### config.mk
export PLATFORM = sky130hd
export DESIGN_NAME = int_ack_controller
export DESIGN_NICKNAME = d
export VERILOG_FILES = /design/src/rtl/int_ack_controller.sv
export SDC_FILE = /design/constraint.sdc
export NUM_CORES = 1
export LEC_CHECK = 0
export BUFFER_PORTS_ARGS = -buffer_cell sky130_fd_sc_hd__buf_2
export CORE_MARGIN = 2
export CORE_UTILIZATION = 50
export DETAILED_ROUTE_END_ITERATION = 8
export PLACE_DENSITY_LB_ADDON = 0.15
export SLEW_MARGIN = 20
export SYNTH_ARGS = -nofsm -noshare
export SYNTH_HDL_FRONTEND = slang
export SYNTH_SLANG_ARGS = --single-unit
### constraint.sdc
create_clock -name clk -period 13.92 [get_ports clk]
set_input_delay 1.392 -clock clk [delete_from_list [all_inputs] [get_ports clk]]
set_output_delay 1.392 -clock clk [all_outputs]
set_load 0.005 [all_outputs]
### src/rtl/int_ack_controller.sv
// int_ack_controller: interrupt acknowledge sequencer for an 8259-style core.
// Picks the highest-priority eligible request, raises INT, and walks the
// 8086-mode two-pulse INTA cycle: clears the served IRR bit, freezes the IRR,
// sets the ISR bit and drives the vector. Also handles normal, specific and
// automatic EOI, with optional priority rotation.
module int_ack_controller #(
    parameter int NUM_IR     = 8,
    parameter int SPUR_LEVEL = 7
) (
    input  logic              clk,
    input  logic              reset,
    input  logic [NUM_IR-1:0] irr_in,
    input  logic [NUM_IR-1:0] imr,
    input  logic              inta_n,
    input  logic [4:0]        vector_base,
    input  logic              aeoi,
    input  logic              rotate,
    input  logic              eoi_cmd,
    input  logic              eoi_specific,
    input  logic [2:0]        eoi_level,
    output logic              int_out,
    output logic [NUM_IR-1:0] clear_irr,
    output logic              freeze,
    output logic [NUM_IR-1:0] isr,
    output logic [7:0]        vector_out,
    output logic              vector_oe
);

    localparam logic [2:0] SPUR_LVL = 3'(SPUR_LEVEL);

    typedef enum logic [1:0] {IDLE, CLR, ACK1, ACK2} state_t;

    state_t            state, state_nxt;
    logic              inta_d;
    logic [2:0]        lowest_prio;
    logic [2:0]        lvl;
    logic              spur;

    logic              fall, rise;
    logic [NUM_IR-1:0] pending;
    logic              win_found, top_found, eligible;
    logic [2:0]        win_lvl, top_lvl;

    logic              int_nxt, frz_nxt, oe_nxt, spur_nxt;
    logic [NUM_IR-1:0] clr_nxt, isr_nxt, isr_set, isr_clr;
    logic [7:0]        vec_nxt;
    logic [2:0]        lvl_nxt, lowp_nxt, eoi_lvl;

    // One-hot decode of a level.
    function automatic logic [NUM_IR-1:0] onehot(input logic [2:0] l);
        logic [NUM_IR-1:0] r;
        r    = '0;
        r[l] = 1'b1;
        return r;
    endfunction

    // First set bit scanning circularly from lowp+1; returns {found, level}.
    function automatic logic [3:0] first_set(input logic [NUM_IR-1:0] v, input logic [2:0] lowp);
        logic [2:0] c;
        logic       found;
        logic [2:0] sel;
        found = 1'b0;
        sel   = '0;
        for (int k = 0; k < 8; k++) begin
            c = lowp + 3'd1 + 3'(k);
            if (!found && v[c]) begin
                found = 1'b1;
                sel   = c;
            end
        end
        return {found, sel};
    endfunction

    // Priority rank of a level: 0 is the highest priority.
    function automatic logic [2:0] rank_of(input logic [2:0] l, input logic [2:0] lowp);
        return l - lowp - 3'd1;
    endfunction

    assign fall    = inta_d & ~inta_n;
    assign rise    = ~inta_d & inta_n;
    assign pending = irr_in & ~imr;

    assign {win_found, win_lvl} = first_set(pending, lowest_prio);
    assign {top_found, top_lvl} = first_set(isr, lowest_prio);

    // Fully nested: a request must outrank every in-service level.
    assign eligible = win_found &&
                      (!top_found || (rank_of(win_lvl, lowest_prio) < rank_of(top_lvl, lowest_prio)));

    // State and all registered outputs.
    always_ff @(posedge clk) begin
        if (reset) begin
            state       <= IDLE;
            inta_d      <= 1'b1;
            lowest_prio <= 3'd7;
            lvl         <= '0;
            spur        <= 1'b0;
            int_out     <= 1'b0;
            clear_irr   <= '0;
            freeze      <= 1'b0;
            isr         <= '0;
            vector_out  <= '0;
            vector_oe   <= 1'b0;
        end else begin
            state       <= state_nxt;
            inta_d      <= inta_n;
            lowest_prio <= lowp_nxt;
            lvl         <= lvl_nxt;
            spur        <= spur_nxt;
            int_out     <= int_nxt;
            clear_irr   <= clr_nxt;
            freeze      <= frz_nxt;
            isr         <= isr_nxt;
            vector_out  <= vec_nxt;
            vector_oe   <= oe_nxt;
        end
    end

    // Next-state sequencing through the two INTA pulses.
    always_comb begin
        state_nxt = state;
        case (state)
            IDLE:    if (fall) state_nxt = CLR;
            CLR:     state_nxt = ACK1;
            ACK1:    if (fall) state_nxt = ACK2;
            ACK2:    if (rise) state_nxt = IDLE;
            default: state_nxt = IDLE;
        endcase
    end

    // Next values of the registered outputs, ISR and priority pointer.
    always_comb begin
        int_nxt  = 1'b0;
        clr_nxt  = '0;
        frz_nxt  = freeze;
        vec_nxt  = vector_out;
        oe_nxt   = vector_oe;
        lvl_nxt  = lvl;
        spur_nxt = spur;
        lowp_nxt = lowest_prio;
        isr_set  = '0;
        isr_clr  = '0;
        eoi_lvl  = eoi_specific ? eoi_level : top_lvl;

        case (state)
            IDLE: begin
                int_nxt = eligible;
                if (fall) begin
                    int_nxt = 1'b0;
                    if (eligible) begin
                        lvl_nxt  = win_lvl;
                        spur_nxt = 1'b0;
                        clr_nxt  = onehot(win_lvl);
                        isr_set  = onehot(win_lvl);
                    end else begin
                        lvl_nxt  = SPUR_LVL;
                        spur_nxt = 1'b1;
                    end
                end
            end
            // The clear pulse lands while freeze is still low, since freeze
            // overrides clear inside the IRR.
            CLR: frz_nxt = 1'b1;
            ACK1: begin
                if (fall) begin
                    vec_nxt = {vector_base, lvl};
                    oe_nxt  = 1'b1;
                end
            end
            ACK2: begin
                if (rise) begin
                    oe_nxt  = 1'b0;
                    frz_nxt = 1'b0;
                    // A spurious acknowledge never set an ISR bit, so nothing to retire.
                    if (aeoi && !spur) begin
                        isr_clr = onehot(lvl);
                        if (rotate) lowp_nxt = lvl;
                    end
                end
            end
            default: ;
        endcase

        // EOI is honoured in every state; clearing a clear bit is a no-op.
        if (eoi_cmd && isr[eoi_lvl]) begin
            isr_clr = isr_clr | onehot(eoi_lvl);
            if (rotate) lowp_nxt = eoi_lvl;
        end

        // Set wins over clear on the same bit.
        isr_nxt = (isr & ~isr_clr) | isr_set;
    end

endmodule

## Word-level counts from Yosys, hierarchy flattened

Index checks and enable logic that the tools add are counted.

- Register bits after elaboration: 37
- Bits of input ports: 31
- Output and inout port bits: 27
- Word-level logic and storage cells: 197

- Add/subtract/negate cells: 12
- Order comparisons: 15
- Equality and inequality tests: 6
- Muxes and demuxes: 96
- Bitwise operators: 11
- Reduce and logical (&&, ||, !) cells: 46

Operators with widths:

| kind | number |
|---|---|
| 3-bit 2-to-1 mux | 24 |
| 8-bit 2-to-1 mux | 7 |
| 1-bit binary-select mux with 3-bit select | 17 |
| 3-bit by 4-bit less-than comparator with 1-bit output, second input constant | 11 |
| 1-bit 2-to-1 mux | 39 |
| 1-bit logical AND | 20 |
| 8-bit bitwise AND | 2 |
| 1-bit zero test | 16 |
| 8-bit NOT | 2 |
| 8-bit OR | 2 |
| 3-bit adder, second input constant | 4 |
| 1-bit demux with 3-bit select | 3 |
| 3-bit by 1-bit greater-or-equal comparator with 1-bit output, second input constant | 3 |
| 2-bit case mux with 4 select lines | 1 |
| 3-bit by 1-bit adder with 3-bit output, second input constant | 2 |
| 3-bit by 2-bit adder with 3-bit output, second input constant | 2 |
| 2-bit 2-to-1 mux | 3 |
| 2-bit != test, second input constant | 3 |
| 2-bit AND reduction | 3 |
| 3-bit AND reduction | 2 |
| 3-bit by 1-bit subtractor with 3-bit output, second input constant | 2 |
| 3-bit subtractor | 2 |
| 2-bit equality test, second input constant | 2 |
| 1-bit case mux with 2 select lines | 2 |
| other kinds (8) | 12 |

## Logic depth before layout (Yosys ltp)

Gate-level depths: netlist (run 1).

- Word-level depth: 35
- Depth in mapped cells: 25
- Gate-level depth less buffers: 19

## Worst setup path before layout (run 1)

Ideal clock, no wire load.

- Path type: reg-to-reg
- From: register lowest_prio[0]
- To: register isr[2]
- Library setup time: 0.075 ns
- Data arrival time: 5.574 ns
- Data required time: 13.845 ns
- Slack: 8.271 ns
- Stages on the path, launching flop included: 24
- Cell sequence: dfxtp_1 -> buf_2 -> inv_1 -> clkbuf_1 -> clkbuf_1 -> ha_1 -> buf_6 -> inv_2 -> mux4_2 -> mux2i_1 -> and4_1 -> nand3_1 -> nor2_1 -> a31oi_1 -> o221ai_1 -> fa_1 -> ha_1 -> a21o_1 -> a21oi_1 -> o32a_1 -> nand2_1 -> or3_1 -> clkbuf_1 -> o22ai_1

- Longest elaborated chain between the ends: 35

Ends and longest elaborated chain:

| item | RTL line | source |
|---|---|---|
| from (decl) | 35 | `logic [2:0] lowest_prio;` |
| from (signal assigned) | 107 | `lowest_prio <= lowp_nxt;` |
| parallel branches: the longest is 34 deep, another holds 3-bit by 1-bit adder with 3-bit output | n/a |  |
| 8-bit OR * | 191 | `isr_nxt = (isr & ~isr_clr) \| isr_set;` |
| to (signal assigned) | 113 | `isr <= isr_nxt;` |
| to (decl) | 24 | `output logic [NUM_IR-1:0] isr,` |

Mark *: on every way between the ends. The select of a mux whose other input is x is not followed.
A chain may end at the register's enable or synchronous reset.

## Worst setup path after layout (run 1)

Same ends and word-level chain as after synthesis.

==> results.toml, run 1 <==
[synthesis]
ys_seq_area_share_pct = 19.8
yosysTopAreaCell = "dfxtp_1"
synth_most_common_cell = "nand2_1"
yosys.area_share.xor_xnor_pct = 2.81
synthFlopType = "dfxtp_1"
syn_avg_cell_area_um2 = 8.47
ys_ff_latch = 37
syn_inst = 442
synth_top_family_by_area = "multiplexers"
netlist_area_mm2 = 0.00374
synth_edf_count = 0
yosys-top-cells-area = "dfxtp_1 20%, mux4_2 11%, mux2i_1 7.5%, nand2_1 4.6%, nor2_1 3.7%"
synth_warnings = 0
synth_compound_area_share_pct = 22.1
synthAdderAreaFrac_pct = 4.41
synthTopCellsByCount = "46 x nand2_1, 37 x dfxtp_1, 37 x nor2_1"
synth_fp_nets = 485
async_reset_ff_share_pct = 0
synth.distinct_cells = 73
synth_top_area_share_pct = 19.8
muxShareOfSynthArea_pct = 24.0
synth-simple-area-share_pct = 21.6

[floorplanning]
die_w_um = 90.5
rows = 31
die_h_um = 90.5
dieArea_mm2 = 0.00820
num_io_pins = 58
start_util_pct = 51.6
coreArea_mm2 = 0.00725

[grt]
grt_first_pass_wirelength_um = 16900
track_usage_pct = 24.9
grt_remaining_overflow = 0
grt_max_degree = 39
antenna_found_initial = 0
grt_pass1_vias = 3319

[worst_setup_path]
cp_max_fo = 38
crit_type = "flop to flop"
arrival_ns = 6.31
cp-start-kind = "flop"
rr_startpoint = "lowest_prio[0]"
critPathRequiredTime_ns = 14.13
crit_start = "lowest_prio[0]"
crit_path_end_kind = "flop"
r2r_setup_slack_ns = 7.82

[sta]
tightestPinTransition_ns = 0.832
fin_tns_setup_ns = 0
post-route-period-util_pct = 43.8
setup_violations = 0
slew-limit-headroom_pct = 44.4
rsz0062_at_grt = "no"
finalHoldViolCount = 0
drv_slew = 0
fin_skew_ns = 0.00553
fmax_ghz = 0.164
period_minus_slack_ns = 6.10
whs_ns = 0.452

[finish]
area_growth_pct = 10.0
final_area_mm2 = 0.00412
stdcell_count = 580
diodes = 0
drive_gt1_share_pct = 23.5
fin_nets = 523

[power]
peakVddDrop_mv = 0.0893
p_per_area_mw_per_mm2 = 92.1
p_leak_nw = 1.76

[drt]
first_iter_violations = 338
ant_nets = 0
avgRoutedWirePerCell_um = 17.2
vias = 3620
drc = 0
post_drt_via_cell_ratio = 6.24
drt_wl_total_um = 9980
drt-pass1-iter-count = 5

[hold_path]
worstHoldStart = "vector_out[4]"
hp-class = "flop to flop"

[clocking]
clock_path_buffers = 2
cts_inserted_buffers = 5
ctsHoldBuffers = 0
cts.sinks = 37
post_cts_buffers = 0
root_buffer = "clkbuf_8"
cts.clk_slew.worst_paths_ns = 0.07
htree_levels = 2
cts_tree = "done"
cts_resized = 0
clk_latency_ns = 0.29

[outcome]
outcome = "finished, final reports clean"

[run]
cap_violations = 0

[place]
numPortBuffers = 57
placed_area_mm2 = 0.00404
gp_congestion = 0.988
dp_hpwl_um = 7320
dp.cells = 572
[logic make-up after synthesis]
kind of cell,count (synthesis)
AO/OA/AOI/OAI,119
AND/OR/NAND/NOR,160
flip-flops,37
XOR/XNOR,8
buffers and inverters,44
adder cells (fa/ha/maj),12
multiplexers,62
[sequential cells by signal, summed over array words and instances (netlist names)]
signal,count
clear_irr,8
isr,8
vector_out,8
lowest_prio,3
lvl,3
state,2
freeze,1
int_out,1
inta_d,1
spur,1
vector_oe,1
[final timing paths]
check                           depth (start not counted)       endpoint
worst max register to register                         18         isr[2]
worst min register to register                          2  vector_out[4]
worst max-delay path                                   18         isr[2]
worst min-delay path                                    2  vector_out[4]
[stage by stage]
step / worst slack, ns / total power, mW / utilization [%]
4_1_cts: 7.89 / 0.379 / 56.8
3_5_place_dp: 7.92 / 0.306 / 55.7
3_3_place_gp: 8.04 / 0.306 / 55.7
6_report: 7.82 / 0.379 / 56.8
2_1_floorplan: 8.27 / 0.264 / -
5_1_grt: 7.31 / 0.405 / 56.8
[power breakdown]
part	internal [mW]	switching (mW)	leakage (nW)
sequential	0.115	0.0115	0.301
clock	0.0356	0.0363	0.0395
combinational	0.0785	0.103	1.42
[per-layer routing]
metal | part of all wire, % | vias to the layer above | wire (µm) | GRT usage (%)
li1 | - | 1745 | - | -
met1 | 46 | 1736 | 4630 | 36.5
met2 | 47 | 126 | 4670 | 39.4
met3 | 5.2 | 13 | 515 | 2.00
met4 | 1.7 | 0 | 168 | 6.92
met5 | 0 | - | 0 | 0
[final cells by class]
cell class | instances | area, µm²
Sequential cell | 37 | 741
Fill cell | 697 | 3130
Clock buffer | 8 | 80.1
Timing Repair Buffer | 62 | 323
Multi-Input combinational cell | 361 | 2800
Tap cell | 99 | 124
Inverter | 13 | 48.8
[critical path: stages (launching register included)]
cell      delay (ns)
dfxtp_1         0.31
inv_1           0.58
ha_1            0.29
buf_4           0.44
mux4_2          0.62
mux2i_1         0.33
and4_1          0.30
nand3_1         0.16
nor2_1          0.21
a31oi_1         0.10
o221ai_1        0.54
fa_1            0.53
ha_1            0.30
a21o_1          0.15
a21oi_1         0.13
o32a_1          0.23
nand2_1         0.12
or3_1           0.47
o22ai_1         0.20
[placed cells by master, fill, tap and decap left out, drive strengths merged, types with 5 or more instances in the layout]
master,count
mux2i,28
buf,62
o211ai,7
o21ai,27
mux2,14
dfxtp,37
a21oi,24
ha,10
nand3,15
nand2,46
mux4,20
inv,13
nor2b,14
nor3,8
a211oi,5
clkbuf,8
o22ai,12
nor2,37
and2,6
nand2b,7
Power figures use the tool's default switching activity.
==> inputs of run 2 (changes only) <==
clock period = 5.84 ns   (was 13.92 ns; I/O delays follow)
==> results.toml, run 2 (same netlist as run 1, synthesis figures left out) <==
[power]
clkPwrFrac_pct = 23.9
p_leak_nw = 1.81
pwr-share-seq_pct = 31.2
p_int_uw = 605
net-switching-power_uw = 363
p_sw_share_pct = 37.5
p_per_area_mw_per_mm2 = 231
combPwrFrac_pct = 44.9
peakVddDrop_mv = 0.216

[drt]
drt-pass1-iter-count = 4
vias = 3667
first_iter_violations = 419
post_drt_via_cell_ratio = 6.27
ant_nets = 0
drc = 0
avgRoutedWirePerCell_um = 16.7
drt_wl_total_um = 9740

[finish]
fin_nets = 528
layout_common_cells = "57 x buf_2, 46 x nand2_1, 37 x nor2_1, 37 x dfxtp_1, 28 x mux2i_1"
drive_gt1_share_pct = 24.7
fillers = 670
final_common_cell = "buf_2"
area_growth_pct = 12.0
stdcell_count = 585
reg_top3 = "clear_irr (8), isr (8), vector_out (8)"
regArea_um2 = 741
diodes = 0
final_area_mm2 = 0.00419
multi_input_area_mm2 = 0.00280

[worst_setup_path]
arrival_ns = 5.68
crit_path_end_kind = "flop"
cp_max_fo = 8
r2r_setup_slack_ns = 0.38
crit_type = "flop to flop"
cp-start-kind = "flop"
critPathRequiredTime_ns = 6.06

[outcome]
outcome = "finished, final reports clean"

[floorplanning]
dieArea_mm2 = 0.00820
num_io_pins = 58
die_h_um = 90.5
rows = 31
coreArea_mm2 = 0.00725
die_w_um = 90.5
start_util_pct = 51.6

[run]
cap_violations = 0

[clocking]
ctsHoldBuffers = 0
clock_path_buffers = 2
cts_resized = 0
post_cts_buffers = 0
root_buffer = "clkbuf_8"
cts_tree = "done"
clk_latency_ns = 0.30
htree_levels = 2
cts.sinks = 37
cts_inserted_buffers = 5
cts.clk_slew.worst_paths_ns = 0.07

[sta]
tightestPinTransition_ns = 0.785
slew-limit-headroom_pct = 47.6
post-route-period-util_pct = 93.5
fin_tns_setup_ns = 0
fmax_ghz = 0.183
fin_skew_ns = 0.00976
whs_ns = 0.453
period_minus_slack_ns = 5.46
drv_slew = 0
rsz0062_at_grt = "no"
finalHoldViolCount = 0
setup_violations = 0

[grt]
grt_max_degree = 34
grt_remaining_overflow = 0
antenna_found_initial = 0
track_usage_pct = 23.7
grt_pass1_vias = 3326
grt_first_pass_wirelength_um = 16200

[place]
dp_hpwl_um = 7210
dp.cells = 577
numPortBuffers = 57
gp_congestion = 0.963
placed_area_mm2 = 0.00408

[hold_path]
hp-class = "flop to flop"
## run 2: final timing paths
kind,start,to,cells after the start
min,vector_out[3],vector_out[3],2
max reg2reg,lowest_prio[1],isr[0],17
min reg2reg,vector_out[3],vector_out[3],2
max,lowest_prio[1],isr[0],17
## run 2: final cells by class
cell class	instances	area share (%)
flip-flops and latches	37	17.7
inverters	13	1.16
clock buffers	7	2.06
clock inverters	1	0.716
multi-input cells	361	66.9
repair buffers	67	8.59
well taps	99	2.95
## run 2: power by group through the flow
stage / Clock, mW / Combinational (mW) / Sequential [mW]
floorplan: 0 / 0.333 / 0.296
global placement: 0 / 0.425 / 0.307
detailed placement: 0 / 0.424 / 0.308
CTS: 0.232 / 0.427 / 0.302
global route: 0.242 / 0.479 / 0.306
finish: 0.231 / 0.434 / 0.303
## run 2: critical path, cell delays in order, from the launching register on
cell	delay, ns
dfxtp_1	0.39
ha_1	0.45
xnor3_1	0.65
mux2i_1	0.39
nand4_1	0.21
nor3_1	0.34
o21ai_1	0.12
o21a_1	0.11
o21ai_1	0.37
ha_1	0.25
fa_1	0.42
ha_1	0.31
a21o_1	0.16
a21oi_1	0.14
o32a_1	0.27
nand2_1	0.13
or3_1	0.47
o21ai_1	0.20
## run 2: through the flow
step	total power, mW	setup WS (ns)	util [%]
2_1_floorplan	0.628	0.191	-
4_1_cts	0.961	0.459	57.8
5_1_grt	1.03	0.0303	57.8
3_3_place_gp	0.732	0.571	56.2
6_report	0.968	0.382	57.8
3_5_place_dp	0.732	0.454	56.2
## run 2: metal layers
metal  track usage [%]  vias up  wire length [µm]
met2              36.9      175              4430
met3              3.92       21               832
met5                 0        -                 0
li1                  -     1749                 -
met1              33.3     1722              4280
met4              8.21        0               201
